`src/rtl/color_matrix_mult_v3_pkg.sv`:
```
// Shared helpers for the colour-matrix block: index maths, clog2, rounding and identity constants.
package color_matrix_mult_v3_pkg;

  function automatic int unsigned clog2(input int unsigned n);
    int unsigned r;
    r = 0;
    for (int i = 0; i < 32; i++) begin
      if ((64'd1 << i) < 64'(n)) r = i + 1;
    end
    return r;
  endfunction

  // Bit offset of coefficient (row i, column j) in the flat coefficient bus.
  function automatic int unsigned coe_idx(input int unsigned i, input int unsigned j,
                                          input int unsigned ch, input int unsigned cw);
    return (i * ch + j) * cw;
  endfunction

  function automatic int unsigned off_idx(input int unsigned i, input int unsigned ow);
    return i * ow;
  endfunction

  // Half an LSB of the integer result, giving round-half-up.
  function automatic logic [63:0] round_const(input int unsigned frac);
    return (frac == 0) ? 64'd0 : (64'd1 << (frac - 1));
  endfunction

  function automatic logic [63:0] ident_entry(input int unsigned i, input int unsigned j,
                                              input int unsigned frac);
    return (i == j) ? (64'd1 << frac) : 64'd0;
  endfunction

endpackage

```
`src/rtl/color_matrix_mult_v3_dot_row.sv`:
```
// One output channel: products, registered adder tree, round/offset, saturate.
module cmm_dot_row
  import color_matrix_mult_v3_pkg::*;
#(
  parameter int unsigned PIXEL_WIDTH        = 8,
  parameter int unsigned CH_COUNT           = 3,
  parameter int unsigned COE_WIDTH          = 16,
  parameter int unsigned COE_FRACTION_WIDTH = 10,
  parameter int unsigned OFFSET_WIDTH       = 10
) (
  input  logic                            clk,
  input  logic                            rst,
  input  logic [COE_WIDTH*CH_COUNT-1:0]   coe_row_i,
  input  logic [OFFSET_WIDTH-1:0]         off_i,
  input  logic [PIXEL_WIDTH*CH_COUNT-1:0] di_i,
  output logic [PIXEL_WIDTH-1:0]          pix_o,
  output logic                            clip_o
);

  localparam int unsigned A  = clog2(CH_COUNT);
  localparam int unsigned NP = 1 << A;
  localparam int unsigned PW = COE_WIDTH + PIXEL_WIDTH + 1;
  localparam int unsigned SW = PW + A;
  localparam int unsigned OW = OFFSET_WIDTH + COE_FRACTION_WIDTH + 1;
  localparam int unsigned RW = ((SW > OW) ? SW : OW) + 2;
  localparam logic signed [RW-1:0] Round = RW'(round_const(COE_FRACTION_WIDTH));

  logic signed [SW-1:0]    prod  [NP];
  logic signed [SW-1:0]    lvl_q [A+1][NP];
  logic [OFFSET_WIDTH-1:0] off_q [A+1];
  logic signed [RW-1:0]    off_ext;
  logic signed [RW-1:0]    rnd_d, rnd_q;
  logic [PIXEL_WIDTH-1:0]  pix_d, pix_q;
  logic                    clip_d, clip_q;

  always_comb begin
    for (int k = 0; k < NP; k++) prod[k] = '0;
    for (int k = 0; k < CH_COUNT; k++) begin
      prod[k] = SW'($signed(coe_row_i[k*COE_WIDTH +: COE_WIDTH])) *
                SW'($signed({1'b0, di_i[k*PIXEL_WIDTH +: PIXEL_WIDTH]}));
    end
  end

  // Offset travels with the products so a frame-start swap never splits a pixel.
  always_comb begin
    off_ext = RW'($signed(off_q[A]));
    rnd_d   = RW'(lvl_q[A][0]) + Round + (off_ext <<< COE_FRACTION_WIDTH);
  end

  always_comb begin
    pix_d  = rnd_q[COE_FRACTION_WIDTH +: PIXEL_WIDTH];
    clip_d = 1'b0;
    if (rnd_q[RW-1]) begin
      pix_d  = '0;
      clip_d = 1'b1;
    end else if (|rnd_q[RW-2 : COE_FRACTION_WIDTH+PIXEL_WIDTH]) begin
      pix_d  = '1;
      clip_d = 1'b1;
    end
  end

  always_ff @(posedge clk or posedge rst) begin
    if (rst) begin
      for (int l = 0; l <= A; l++) begin
        for (int k = 0; k < NP; k++) lvl_q[l][k] <= '0;
        off_q[l] <= '0;
      end
      rnd_q  <= '0;
      pix_q  <= '0;
      clip_q <= 1'b0;
    end else begin
      for (int k = 0; k < NP; k++) lvl_q[0][k] <= prod[k];
      off_q[0] <= off_i;
      for (int l = 0; l < A; l++) begin
        for (int k = 0; k < NP / 2; k++) begin
          lvl_q[l+1][k] <= lvl_q[l][2*k] + lvl_q[l][2*k+1];
        end
        off_q[l+1] <= off_q[l];
      end
      rnd_q  <= rnd_d;
      pix_q  <= pix_d;
      clip_q <= clip_d;
    end
  end

  assign pix_o  = pix_q;
  assign clip_o = clip_q;

endmodule

```
`src/rtl/color_matrix_mult_v3.sv`:
```
// NxN colour-matrix multiplier with frame-synchronous coefficient staging and bypass.
// Optional clip counter enabled by defining COLOR_MATRIX_MULT_CLIP_CNT_EN.
module color_matrix_mult_v3
  import color_matrix_mult_v3_pkg::*;
#(
  parameter int unsigned PIXEL_WIDTH        = 8,
  parameter int unsigned CH_COUNT           = 3,
  parameter int unsigned COE_WIDTH          = 16,
  parameter int unsigned COE_FRACTION_WIDTH = 10,
  parameter int unsigned OFFSET_WIDTH       = 10
) (
  input  logic                                     clk,
  input  logic                                     rst,
  input  logic                                     bypass_i,
  input  logic [COE_WIDTH*CH_COUNT*CH_COUNT-1:0]   coe_i,
  input  logic [OFFSET_WIDTH*CH_COUNT-1:0]         off_i,
  input  logic                                     coe_wr_i,
  output logic                                     coe_pending_o,
  input  logic [PIXEL_WIDTH*CH_COUNT-1:0]          di_i,
  input  logic                                     de_i,
  input  logic                                     hs_i,
  input  logic                                     vs_i,
  output logic [PIXEL_WIDTH*CH_COUNT-1:0]          do_o,
  output logic                                     de_o,
  output logic                                     hs_o,
  output logic                                     vs_o
`ifdef COLOR_MATRIX_MULT_CLIP_CNT_EN
  ,
  output logic [31:0]                              clip_cnt_o
`endif
);

  localparam int unsigned LAT = 3 + clog2(CH_COUNT);
  localparam int unsigned CW  = COE_WIDTH * CH_COUNT * CH_COUNT;
  localparam int unsigned OW  = OFFSET_WIDTH * CH_COUNT;
  localparam int unsigned DW  = PIXEL_WIDTH * CH_COUNT;

  function automatic logic [CW-1:0] ident_set();
    logic [CW-1:0] v;
    v = '0;
    for (int unsigned i = 0; i < CH_COUNT; i++) begin
      for (int unsigned j = 0; j < CH_COUNT; j++) begin
        v[coe_idx(i, j, CH_COUNT, COE_WIDTH) +: COE_WIDTH] =
          COE_WIDTH'(ident_entry(i, j, COE_FRACTION_WIDTH));
      end
    end
    return v;
  endfunction

  localparam logic [CW-1:0] Ident = ident_set();

  logic [CW-1:0]    act_coe_q, pend_coe_q;
  logic [OW-1:0]    act_off_q, pend_off_q;
  logic             act_byp_q, pend_byp_q;
  logic             coe_pending_q;
  logic             vs_q;
  logic             frame_start;
  logic [LAT-1:0]   de_sr_q, hs_sr_q, vs_sr_q, byp_sr_q;
  logic [DW-1:0]    di_sr_q [LAT];
  logic [DW-1:0]    row_pix;
  logic [CH_COUNT-1:0] row_clip;

  assign frame_start = vs_i & ~vs_q;

  // A write coincident with frame start lands in pending after the old pending moves to active.
  always_ff @(posedge clk or posedge rst) begin
    if (rst) begin
      act_coe_q     <= Ident;
      pend_coe_q    <= Ident;
      act_off_q     <= '0;
      pend_off_q    <= '0;
      act_byp_q     <= 1'b0;
      pend_byp_q    <= 1'b0;
      coe_pending_q <= 1'b0;
      vs_q          <= 1'b0;
    end else begin
      vs_q <= vs_i;
      if (frame_start) begin
        act_coe_q <= pend_coe_q;
        act_off_q <= pend_off_q;
        act_byp_q <= pend_byp_q;
      end
      if (coe_wr_i) begin
        pend_coe_q <= coe_i;
        pend_off_q <= off_i;
        pend_byp_q <= bypass_i;
      end
      if (coe_wr_i) begin
        coe_pending_q <= 1'b1;
      end else if (frame_start) begin
        coe_pending_q <= 1'b0;
      end
    end
  end

  always_ff @(posedge clk or posedge rst) begin
    if (rst) begin
      de_sr_q  <= '0;
      hs_sr_q  <= '0;
      vs_sr_q  <= '0;
      byp_sr_q <= '0;
      for (int k = 0; k < LAT; k++) di_sr_q[k] <= '0;
    end else begin
      de_sr_q    <= {de_sr_q[LAT-2:0], de_i};
      hs_sr_q    <= {hs_sr_q[LAT-2:0], hs_i};
      vs_sr_q    <= {vs_sr_q[LAT-2:0], vs_i};
      byp_sr_q   <= {byp_sr_q[LAT-2:0], act_byp_q};
      di_sr_q[0] <= di_i;
      for (int k = 1; k < LAT; k++) di_sr_q[k] <= di_sr_q[k-1];
    end
  end

  for (genvar i = 0; i < CH_COUNT; i++) begin : g_row
    cmm_dot_row #(
      .PIXEL_WIDTH       (PIXEL_WIDTH),
      .CH_COUNT          (CH_COUNT),
      .COE_WIDTH         (COE_WIDTH),
      .COE_FRACTION_WIDTH(COE_FRACTION_WIDTH),
      .OFFSET_WIDTH      (OFFSET_WIDTH)
    ) u_row (
      .clk      (clk),
      .rst      (rst),
      .coe_row_i(act_coe_q[coe_idx(i, 0, CH_COUNT, COE_WIDTH) +: CH_COUNT*COE_WIDTH]),
      .off_i    (act_off_q[off_idx(i, OFFSET_WIDTH) +: OFFSET_WIDTH]),
      .di_i     (di_i),
      .pix_o    (row_pix[i*PIXEL_WIDTH +: PIXEL_WIDTH]),
      .clip_o   (row_clip[i])
    );
  end

  assign do_o          = byp_sr_q[LAT-1] ? di_sr_q[LAT-1] : row_pix;
  assign de_o          = de_sr_q[LAT-1];
  assign hs_o          = hs_sr_q[LAT-1];
  assign vs_o          = vs_sr_q[LAT-1];
  assign coe_pending_o = coe_pending_q;

`ifdef COLOR_MATRIX_MULT_CLIP_CNT_EN
  logic        vs_o_q;
  logic [31:0] cnt_q, clip_cnt_q;

  always_ff @(posedge clk or posedge rst) begin
    if (rst) begin
      vs_o_q     <= 1'b0;
      cnt_q      <= '0;
      clip_cnt_q <= '0;
    end else begin
      vs_o_q <= vs_o;
      if (vs_o & ~vs_o_q) begin
        clip_cnt_q <= cnt_q;
        cnt_q      <= '0;
      end else if (de_o && !byp_sr_q[LAT-1] && (|row_clip) && !(&cnt_q)) begin
        cnt_q <= cnt_q + 32'd1;
      end
    end
  end

  assign clip_cnt_o = clip_cnt_q;
`else
  logic unused_clip;
  assign unused_clip = ^row_clip;
`endif

endmodule

```
`config.mk`:
```
export PLATFORM = sky130hd
export DESIGN_NAME = color_matrix_mult_v3
export DESIGN_NICKNAME = d
export VERILOG_FILES = /design/src/rtl/color_matrix_mult_v3_pkg.sv /design/src/rtl/color_matrix_mult_v3_dot_row.sv /design/src/rtl/color_matrix_mult_v3.sv
export SDC_FILE = /design/constraint.sdc
export NUM_CORES = 2
export LEC_CHECK = 0
export ABC_CLOCK_PERIOD_IN_PS = 47700
export BUFFER_PORTS_ARGS = -buffer_cell sky130_fd_sc_hd__buf_2
export CAP_MARGIN = 20
export CORE_ASPECT_RATIO = 1.5
export CORE_MARGIN = 1.5
export CORE_UTILIZATION = 35
export CTS_BUF_LIST = sky130_fd_sc_hd__clkbuf_8
export DETAILED_ROUTE_END_ITERATION = 7
export PLACE_DENSITY = 0.58
export SLEW_MARGIN = 5
export SYNTH_ARGS = -nofsm -noshare
export SYNTH_HDL_FRONTEND = slang
export SYNTH_SLANG_ARGS = --single-unit
```
`constraint.sdc`:
```
create_clock -name clk -period 47.7 [get_ports clk]
set_clock_uncertainty 0.05 [all_clocks]
set_input_delay 9.54 -clock clk [delete_from_list [all_inputs] [get_ports clk]]
set_output_delay 9.54 -clock clk [all_outputs]
set_load 0.01 [all_outputs]
```
### After elaboration in Yosys (flattened, before gate mapping)

Index checks and enable logic that the tools add are counted.

| storage, ports and cells | value |
|---|---|
| register bits after elaboration | 1179 |
| input port bits | 205 |
| output and inout port bits | 28 |
| word-level logic and storage cells | 86 |

| operators by class | value |
|---|---|
| add/sub/neg operators | 12 |
| multipliers | 9 |
| muxes and demuxes | 9 |
| bitwise logic cells | 2 |
| reduce and logical (&&, ||, !) cells | 4 |

Operators by type and width:

| operator | number |
|---|---|
| multiplier 16 x 9 -> 25 bit | 9 |
| adder 27 bit | 6 |
| adder 28 x 20 -> 29 bit | 3 |
| adder 27 x 11 -> 28 bit (second input constant) | 3 |
| two-way mux 8 bit | 6 |
| OR reduction 10 bit | 3 |
| two-way mux 24 bit | 1 |
| two-way mux 1 bit | 2 |
| nonzero test 2 bit | 1 |
| bitwise AND 1 bit | 1 |
| inverter 1 bit | 1 |

### Longest topological paths before layout

| depth | value |
|---|---|
| depth after elaboration | 4 |
| depth in mapped cells | 23 |
| mapped depth without buffers | 21 |

### By module

A second synthesis with hierarchy kept.

| second synthesis, totals | value |
|---|---|
| cell total of the unflattened synthesis | 7732 |
| area total of the unflattened synthesis | 82988.3 µm² |

Modules (own cells, without submodules):

| module | instances | cells an instance | area each (µm²) | sequential area each (µm²) |
|---|---|---|---|---|
| cmm_dot_row at g_row[2].u_row | 1 | 2303 | 22108.7 | 5054.8 |
| cmm_dot_row at g_row[0].u_row | 1 | 2302 | 22106.2 | 5054.8 |
| cmm_dot_row at g_row[1].u_row | 1 | 2215 | 21708.3 | 5054.8 |
| color_matrix_mult_v3 | 1 | 912 | 17065.1 | 12294.3 |

### Least setup slack after synthesis

No wires, ideal clock.

| timing | value |
|---|---|
| path type | in2reg |
| from | input port di_i[19] |
| to | register g_row[0].u_row.lvl_q[268] in the netlist's numbering |
| setup time | 80 ps |
| data arrival time | 14531 ps |
| data required time | 47570 ps |
| path slack | 33039 ps |
| stages | 21 |
| path buffers | 2 |
| cell sequence | clkbuf_1 > clkbuf_1 > nand2_1 > fa_1 > fa_1 > inv_1 > fa_1 > inv_1 > fa_1 > inv_1 > ha_1 > a21oi_1 > o21ai_1 > a2111oi_0 > nor2_1 > a22oi_1 > a211oi_1 > or3_1 > a31o_1 > a21oi_1 > xnor2_1 |

RTL lines:

| element | RTL line | RTL |
|---|---|---|
| from (decl) | color_matrix_mult_v3.sv:19 | `input logic [PIXEL_WIDTH*CH_COUNT-1:0] di_i,` |
| to (signal, indexed assignment) | color_matrix_mult_v3_dot_row.sv:76 | `lvl_q[l+1][k] <= lvl_q[l][2*k] + lvl_q[l][2*k+1];` |
| to (decl) | color_matrix_mult_v3_dot_row.sv:29 | `logic signed [SW-1:0] lvl_q [A+1][NP];` |

==> out/qor.yml <==
cts:
  cts_resized: 0
  path_clk_slew_ps: 70
  clk_latency_ps: 940
  clk_path_buf_depth: 4
  cts_hold_buf: 0
  cts_tree: "done"
  clock_sink_count: 1097
  cts_buffers: 189
  htreeDepth: 4
  cts_root_buf: "clkbuf_8"
  postCtsSetupBuffers: 0
drt:
  drtPass1Iterations: 5
  wl_per_cell_um: 18.2
  vias: 54300
  first_iter_violations: 2185
  drc_errors: 0
  ant_nets: 0
  viasPerCell: 4.76
  wl_um: 207000
synthesis:
  synth_warnings: 0
  synth_seq_area_share_pct: 33.7
  synth_area_leaders: "dfrtp_1 33%, fa_1 23%, ha_1 10%, inv_1 6.6%, nand2_1 5.4%"
  syn_area_um2: 81500
  ys_types: 71
  ys.flop_type: "dfrtp_1"
  synthCells: 7992
  syn_area_per_cell_um2: 10.2
  synth-edff-count: 0
  syn_nets: 9772
  yosysTopAreaCellShare_pct: 33.5
  synthArstFlopShare_pct: 100
  ys_ff_latch: 1097
  synth_top_cell_by_area: "dfrtp_1"
pwr:
  p_leak_nw: 46.0
  pwr_density_cell_nw_per_um2: 72.4
  seqPwrFrac_pct: 23.4
  ir_drop_uv: 32.3
  fin_total_pwr_mw: 6.52
  p_comb_share_pct: 62.3
  p_int_mw: 3.49
  netSwitchingFraction_pct: 46.5
  p_sw_mw: 3.03
  pwr-share-clk_pct: 14.3
placement:
  io_buffers: 232
  hpwl_um: 162000
  place_area_um2: 85900
  routabilityCongestion: 0.959
final_layout:
  fin_nets: 9988
  fin_util_pct: 39.0
  multi_input_area_um2: 47700
  syn2layout_area_growth_pct: 10.5
  area.sequential_um2: 27500
  stdcell_area_um2: 90100
  drive_above_1_share_pct: 9.72
  fillers: 22700
sta:
  setup_viol_count_final: 0
  slew_viol_final: 0
  rsz0062_at_grt: "no"
  worstMarginPinSlew_ps: 1060
  fin_crit_sh_pct: 30.4
  fin_hold_ws_ps: 266
  fin_setup_tns_ps: 0
  min_period_ps: 14520
  hold_viol: 0
  timing.fmax_mhz: 68.9
  relSlewSlack_pct: 29.2
global_route:
  grt_pass1_vias: 60500
  grt_max_degree: 132
  grt_remaining_overflow: 0
  grt_pass1_wl_um: 331000
  track_usage_pct: 18.0
  grt_antenna_before_repair: 2
setup_path:
  arrival_ps: 15300
  startpoint_type: "input port"
  required_ps: 48480
  cp_max_fo: 32
  critPathKind: "in -> reg"
  cp-end-kind: "flip-flop"
die:
  io_pins: 233
  die_y_um: 594
  dieWidth_um: 397
  start_util_pct: 35.3
  fp.coreArea_um2: 231000
  die_area_um2: 236000
  rows: 216
worst_hold_path:
  hp-class: "reg -> reg"
flow_run:
  cap_violations: 0
status:
  status: "completed"
[cells in the final DEF, fill, tap and decap left out, drive strengths merged, types with 15 or more instances in the layout]
| cell | count |
|---|---|
| a21o | 90 |
| fa | 924 |
| ha | 651 |
| inv | 1481 |
| xnor2 | 244 |
| xor2 | 92 |
| or2 | 16 |
| clkinv | 33 |
| nor3 | 78 |
| mux2 | 199 |
| buf | 280 |
| dfrtp | 1091 |
| and3 | 37 |
| nor2 | 178 |
| bufinv | 18 |
| a21oi | 282 |
| or3 | 33 |
| nand3 | 60 |
| clkbuf | 227 |
| o21ai | 133 |
| nand2 | 1172 |
| nor2b | 41 |
| a31oi | 19 |
| and2 | 644 |
| a211oi | 31 |
| o21a | 49 |
| o21bai | 20 |
| o31ai | 15 |
| nand2b | 46 |
[critical path, cell delays in order]
cell       delay [ps]
buf_2             340
buf_4             440
nand2_1           150
fa_1              530
fa_1              560
inv_1              60
fa_1              470
inv_1              50
fa_1              470
inv_1              40
ha_1              310
a21oi_1           230
o21ai_1           120
a2111oi_0         410
nor2_1            130
a22oi_1           310
a211oi_1          160
or3_1             410
a31o_1            220
a21oi_1           170
xnor2_1           150
[area by class of cell]
type	count	share of cell area, %
Antenna cell	3	0.00834
Clock buffer	225	3.44
Clock inverter	111	1.13
Inverter	1431	5.97
Multi-Input combinational cell	5207	53.0
Sequential cell	1097	30.5
Tap cell	3052	4.24
Timing Repair Buffer	282	1.71
[worst paths after layout]
kind                                           start  slack (ps)                   endpoint  cells past startpoint
setup / recovery                            di_i[19]       33180  g_row[0].u_row.lvl_q[268]                     21
hold / removal             g_row[2].u_row.lvl_q[247]         270  g_row[2].u_row.lvl_q[166]                      0
setup reg to reg                       act_coe_q[40]       42070  g_row[0].u_row.lvl_q[268]                     19
hold reg to reg            g_row[2].u_row.lvl_q[247]         270  g_row[2].u_row.lvl_q[166]                      0
max in group asynchronous                        rst       34720             pend_coe_q[23]                      6
min in group asynchronous                        rst        8740                 di_sr_q[2]                      2
[stage by stage]
| step | setup WS, ps | std cells |
|---|---|---|
| 2_1_floorplan | 7230 | 7992 |
| 3_3_place_gp | 32260 | 11100 |
| 3_5_place_dp | 32280 | 11100 |
| 4_1_cts | 33280 | 11400 |
| 5_1_grt | 32830 | 11400 |
| 6_report | 33180 | 11400 |
[kinds of logic (layout without fill, tap and decap cells)]
group                    after synthesis  count (layout)  share of synthesized area (%)
AO/OA/AOI/OAI                        754             754                           5.83
XOR/XNOR                             336             336                           3.61
adder cells (fa/ha/maj)             1575            1575                           32.7
buffers and inverters               1688            2049                           7.77
flip-flops                          1097            1097                           33.7
multiplexers                         200             200                           2.76
other                                  0               3                              0
AND/OR/NAND/NOR                     2342            2342                           13.7
[layer usage]
metal,share of wire (%),GRT usage (%),vias up,routed length [um]
li1,-,-,25100,-
met1,39,20.3,27700,80200
met2,53,33.4,1049,110000
met3,3.5,2.03,418,7230
met4,4.7,8.31,0,9780
met5,0,0,-,0
[sequential cells by signal, indices dropped and copies added (netlist names), 24 cells and up]
signal               flops
act_off_q               30
di_sr_q                120
act_coe_q              144
g_row.u_row.off_ext     30
g_row.u_row.pix_o       24
g_row.u_row.off_q       60
pend_coe_q             144
g_row.u_row.lvl_q      435
g_row.u_row.rnd_q       57
pend_off_q              30
[Yosys cell counts, types with 37 or more instances]
library cell,count
a21o_1,90
a21oi_1,280
and2_1,644
and3_1,37
clkbuf_1,250
dfrtp_1,1091
fa_1,924
ha_1,651
inv_1,1431
mux2_2,199
nand2_1,1172
nand2b_1,46
nand3_1,60
nor2_1,178
nor2b_1,41
nor3_1,78
o21a_1,49
o21ai_0,105
xnor2_1,244
xor2_1,92
[power groups by stage]
stage                     Clock, mW  Sequential, mW  Combinational, mW
final                         0.932            1.52               4.07
after detailed placement          0            1.55               4.09
after CTS                     0.970            1.53               4.12
after global placement            0            1.54               4.03
after global routing           1.01            1.54               4.61
after floorplan                   0            1.37               3.06
No activity file was read; power rests on OpenSTA's default activity.
